$ cat config.mk
export PLATFORM = sky130hd
export DESIGN_NAME = instr_monitor
export DESIGN_NICKNAME = d
export VERILOG_FILES = /design/src/rtl/instr_monitor.sv
export SDC_FILE = /design/constraint.sdc
export NUM_CORES = 1
export LEC_CHECK = 0
export ABC_AREA = 1
export BUFFER_PORTS_ARGS = -buffer_cell sky130_fd_sc_hd__buf_2
export CORE_ASPECT_RATIO = 2
export CORE_MARGIN = 2
export CORE_UTILIZATION = 25
export CTS_CLUSTER_SIZE = 14
export DETAILED_ROUTE_END_ITERATION = 8
export PLACE_DENSITY = 0.43
export SYNTH_ARGS = -nofsm -noshare
export SYNTH_HDL_FRONTEND = slang
export SYNTH_SLANG_ARGS = --single-unit
export TNS_END_PERCENT = 5
$ cat constraint.sdc
create_clock -name clk -period 12.1 [get_ports clk]
set_clock_uncertainty 0.1 [all_clocks]
set_input_delay 1.21 -clock clk [delete_from_list [all_inputs] [get_ports clk]]
set_output_delay 1.21 -clock clk [all_outputs]
set_load 0.01 [all_outputs]
$ cat src/rtl/instr_monitor.sv
// Retirement monitor: classifies retired instructions, keeps saturating event
// counters, detects halt and enforces a cycle budget. INSTR_MONITOR_PC_HIST_EN adds a PC history buffer.
module instr_monitor #(
    parameter int unsigned    XLEN       = 32,
    parameter int unsigned    CNT_W      = 32,
    parameter int unsigned    MAX_CYCLES = 200,
    parameter logic [XLEN-1:0] HALT_INSTR = '0,
    parameter int unsigned    HIST_DEPTH = 8
) (
    input  logic                          clk,
    input  logic                          reset,
    input  logic                          instr_valid,
    input  logic [XLEN-1:0]               instr,
    input  logic [XLEN-1:0]               pc,
    input  logic                          mem_write,
    input  logic                          branch,
    input  logic                          clear,
    input  logic [2:0]                    rd_sel,
    output logic [CNT_W-1:0]              rd_data,
    output logic [CNT_W-1:0]              cycle_count,
    output logic [CNT_W-1:0]              instr_count,
    output logic                          halted,
    output logic                          timeout,
    output logic [XLEN-1:0]               halt_pc,
    input  logic [$clog2(HIST_DEPTH)-1:0] hist_idx,
    output logic [XLEN-1:0]               hist_data
);

    localparam int unsigned N_EV = 8;

    typedef enum logic [1:0] {RUN, HALTED, TIMEOUT} state_t;

    state_t            state;
    state_t            state_next;
    logic [CNT_W-1:0]  ev_cnt [N_EV];
    logic [N_EV-1:0]   ev_hit;
    logic [2:0]        cls;
    logic [CNT_W-1:0]  cyc_inc;
    logic              is_halt;
    logic              hit_budget;

    function automatic logic [CNT_W-1:0] sat_inc(input logic [CNT_W-1:0] v);
        return (&v) ? v : v + CNT_W'(1);
    endfunction

    // Opcode class of the retiring instruction
    always_comb begin
        cls = 3'd5;
        case (instr[6:0])
            7'b0110011: cls = 3'd0;
            7'b0010011: cls = 3'd1;
            7'b0000011: cls = 3'd2;
            7'b0100011: cls = 3'd3;
            7'b1100011: cls = 3'd4;
            default:    cls = 3'd5;
        endcase
    end

    always_comb begin
        ev_hit      = '0;
        ev_hit[cls] = 1'b1;
        ev_hit[6]   = branch;
        ev_hit[7]   = mem_write;
    end

    assign cyc_inc    = sat_inc(cycle_count);
    assign is_halt    = instr_valid && (instr == HALT_INSTR);
    assign hit_budget = (cyc_inc == CNT_W'(MAX_CYCLES));

    always_ff @(posedge clk or posedge reset) begin
        if (reset) state <= RUN;
        else       state <= state_next;
    end

    // Halt beats timeout when both land on the same cycle
    always_comb begin
        state_next = state;
        if (clear) begin
            state_next = RUN;
        end else begin
            case (state)
                RUN: begin
                    if (is_halt)         state_next = HALTED;
                    else if (hit_budget) state_next = TIMEOUT;
                end
                default: state_next = state;
            endcase
        end
    end

    always_ff @(posedge clk or posedge reset) begin
        if (reset) begin
            halted  <= 1'b0;
            timeout <= 1'b0;
        end else begin
            halted  <= (state_next == HALTED);
            timeout <= (state_next == TIMEOUT);
        end
    end

    // Counters only move in RUN; HALTED/TIMEOUT freeze everything
    always_ff @(posedge clk or posedge reset) begin
        if (reset) begin
            cycle_count <= '0;
            instr_count <= '0;
            halt_pc     <= '0;
            for (int i = 0; i < N_EV; i++) ev_cnt[i] <= '0;
        end else if (clear) begin
            cycle_count <= '0;
            instr_count <= '0;
            halt_pc     <= '0;
            for (int i = 0; i < N_EV; i++) ev_cnt[i] <= '0;
        end else if (state == RUN) begin
            cycle_count <= cyc_inc;
            if (instr_valid) begin
                instr_count <= sat_inc(instr_count);
                for (int i = 0; i < N_EV; i++) begin
                    if (ev_hit[i]) ev_cnt[i] <= sat_inc(ev_cnt[i]);
                end
            end
            if (is_halt) halt_pc <= pc;
        end
    end

    assign rd_data = ev_cnt[rd_sel];

`ifdef INSTR_MONITOR_PC_HIST_EN
    localparam int unsigned HIST_W = $clog2(HIST_DEPTH);

    logic [XLEN-1:0]   hist_mem [HIST_DEPTH];
    logic [HIST_W-1:0] wptr;

    always_ff @(posedge clk or posedge reset) begin
        if (reset) begin
            wptr <= '0;
            for (int i = 0; i < HIST_DEPTH; i++) hist_mem[i] <= '0;
        end else if (clear) begin
            wptr <= '0;
            for (int i = 0; i < HIST_DEPTH; i++) hist_mem[i] <= '0;
        end else if (state == RUN && instr_valid) begin
            hist_mem[wptr] <= pc;
            wptr           <= wptr + HIST_W'(1);
        end
    end

    // Pointer arithmetic wraps naturally because HIST_DEPTH is a power of 2
    assign hist_data = hist_mem[wptr - HIST_W'(1) - hist_idx];
`else
    logic unused_hist;
    assign unused_hist = ^hist_idx;
    assign hist_data   = '0;
`endif

endmodule
==> impl_metrics.json <==
{
  "status": "completed",
  "worstSetupStartpointType": "input pin",
  "cts_buffers": 44,
  "fp.dieH_microns": 438,
  "yosys_warnings": 0,
  "power_uw": 2840,
  "peakVddDrop_v": 0.000102,
  "start_util_pct": 25.1,
  "synth_cell_types": 49,
  "power.density_nw_per_um2": 105,
  "worst-path-buf-inv": 4,
  "slowest_stage": "a221oi_1",
  "coreArea_sq_um": 93500,
  "fp.dieW_microns": 221,
  "insertion_delay_ps": 600,
  "synth-async-reset-ratio_pct": 100,
  "crit_top_cell": "buf_4",
  "met3_usage_pct": 1.97,
  "grt_max_degree": 149,
  "synth_edf_count": 0,
  "cpLargestDelayFamily": "buffers and inverters",
  "path_clk_slew_ps": 60,
  "yosysSeqAreaShare_pct": 37.9,
  "met2_usage_pct": 30.2,
  "utilization_pct": 28.9,
  "final_area_sq_um": 27000,
  "first_pass_iters": 6,
  "port_buffers": 202,
  "clock.fmax_mhz": 184,
  "period_share_pct": 44.8,
  "cts_max_path_buffers": 3,
  "regArea_sq_um": 8910,
  "rsz0062_at_grt": "no",
  "hold_violations": 0,
  "dp.cells": 4662,
  "wl_per_cell_microns": 19.5,
  "use_met1_pct": 25.6,
  "top_usage_layer": "met2",
  "min_path_type": "reg -> reg",
  "ctsResizeCount": 0,
  "cts_tree": "built",
  "area_delta_synth_final_pct": 14.8,
  "crit_path_end_kind": "primary output",
  "antenna_cells": 0,
  "drt_first_iter_violations": 2052,
  "yosysTopAreaCell": "dfrtp_1",
  "post_cts_buffers": 0,
  "post_route_cells_drive_above_1_share_pct": 10.1,
  "dieArea_sq_um": 96700,
  "rows": 159,
  "setup_viol": 0,
  "n_fill_cell": 10421,
  "synth.cell_area_sq_um": 23500,
  "route.vias.total": 23784,
  "final-max-slew-violation-count": 0,
  "cts-root-buf": "clkbuf_16",
  "min_period_ps": 5420,
  "p_leak_uw": 0.0106,
  "h-tree-depth": 2,
  "maxCapViolCount": 0,
  "ys_ff_latch": 356,
  "synthTopCellsByArea": "dfrtp_1, nand2_1, nor2_1",
  "max_stage_delay_ps": 660,
  "hold_buffers": 0,
  "grt_pass1_vias": 22775,
  "ant_nets": 0,
  "grt_pass1_wl_microns": 142000,
  "cts_sinks": 356,
  "ios": 238,
  "setup_tns_ps": 0,
  "fin_cells": 4742,
  "relSlewSlack_pct": 28.2,
  "critPathArrivalTime_ps": 4110,
  "vias_per_cell": 5.02,
  "netlist.area_leader.share_pct": 37.9,
  "syn_area_per_cell_sq_um": 6.99,
  "cp.required_ps": 10790,
  "crit_type": "in -> out",
  "drc_errors": 0,
  "place_hpwl_microns": 68400,
  "syn_inst": 3365,
  "place_area_sq_um": 25500,
  "overflow": 0,
  "crit_path_cell_trace": "buf_4, buf_4, buf_4, o21ai_0, a221oi_1, a31oi_1, buf_2",
  "antenna_found_initial": 1,
  "wirelength_microns": 92300,
  "grtUsageTotal_pct": 18.7,
  "multiInputGateArea_sq_um": 12600,
  "nNetsFinal": 3587,
  "synth-main-ff-cell": "dfrtp_1",
  "gp_congestion": 0.887,
  "tightestPinTransition_ps": 1070,
  "cp_max_fo": 78
}
final cells by class:
class / instances / area share, %
multi-input combinational: 2534 / 46.8
sequential: 356 / 33.0
tap: 1207 / 5.60
inverter: 346 / 4.86
clock buffer: 61 / 4.62
timing repair buffer: 219 / 4.30
clock inverter: 19 / 0.774
worst paths after layout:
check / startpoint / slack, ps / depth (start not counted) / end
max: rd_sel[0] / 6680 / 7 / rd_data[6]
max reg2reg: state[0] / 7940 / 11 / ev_cnt[223]
min in group asynchronous: reset / 570 / 2 / ev_cnt[200]
max in group asynchronous: reset / 9260 / 4 / halt_pc[29]
min reg2reg: halt_pc[30] / 400 / 2 / halt_pc[30]
min: halt_pc[30] / 400 / 2 / halt_pc[30]
metrics by stage:
stage | hold WS (ps) | setup WS [ps]
after floorplan | 371 | 913
after global placement | 389 | 6790
after detailed placement | 390 | 6780
after CTS | 409 | 6790
after global routing | 432 | 6580
final | 402 | 6680
cells by family after synthesis:
logic type,after synthesis,share of synthesized area (%)
AO/OA/AOI/OAI,627,15.2
XOR/XNOR,134,4.99
adder cells (fa/ha/maj),10,0.532
buffers and inverters,506,8.83
flip-flops,356,37.9
other,1,0.0160
AND/OR/NAND/NOR,1731,32.5
report_power, final:
part	switching, uW	internal, uW
Sequential	10.2	1200
Combinational	177	54.7
Clock	588	805
Total	775	2060
cell usage after synthesis, types with 2 or more instances:
cell      number
inv_1        325
o21ai_1        5
nor3b_1       17
o31ai_1       81
nor2_2         9
buf_1         12
nand3_1      219
buf_4         36
xor2_1       101
o22ai_1       19
clkbuf_1      93
nor3_2         7
nand4_1      109
nor4_1        61
o21bai_1       2
clkinv_1       6
a221oi_1      18
a31oi_1       35
nor2_4         3
o21a_1        21
a21oi_1      168
nand3_2        2
nor3_1       119
inv_2         15
o21ai_0      264
buf_6          3
ha_1          10
or2_2          2
o211ai_1       9
nor2_1       405
xnor2_1       33
nand2_2       18
buf_2         16
dfrtp_1      356
nand3b_1       8
nand2_1      745
flip-flops by register name, summed over array words and instances, names as in the netlist:
name	flops
cycle_count	32
instr_count	32
halted	1
state	2
timeout	1
halt_pc	32
ev_cnt	256
worst min-delay path: stages, from the launching register on:
cell and delay [ps]:
dfrtp_1 340, nand3_1 70, nand2_1 60
per-layer routing:
metal,wire length (microns),vias up
met5,13,-
met4,3380,2
met3,3780,124
met2,42600,621
met1,42500,11488
li1,-,11549
layout by cell type, fill, tap and decap left out, types with 7 or more instances in the layout:
cell	count
nor3_2	7
o22ai_1	19
nor2_1	405
clkbuf_16	45
xor2_1	101
o31ai_1	81
dfrtp_1	356
buf_2	200
clkinv_2	12
nand2_1	745
clkbuf_1	10
nand3_1	219
nand4_1	109
nand3b_1	8
o21ai_0	264
ha_1	10
inv_2	16
nor4_1	61
nor3b_1	17
a31oi_1	35
xnor2_1	33
nor3_1	119
o21a_1	21
conb_1	32
a21oi_1	168
inv_1	323
o211ai_1	9
a221oi_1	18
buf_4	17
nand2_2	18
nor2_2	9
Note: power is estimated with default switching activity, not from simulation.
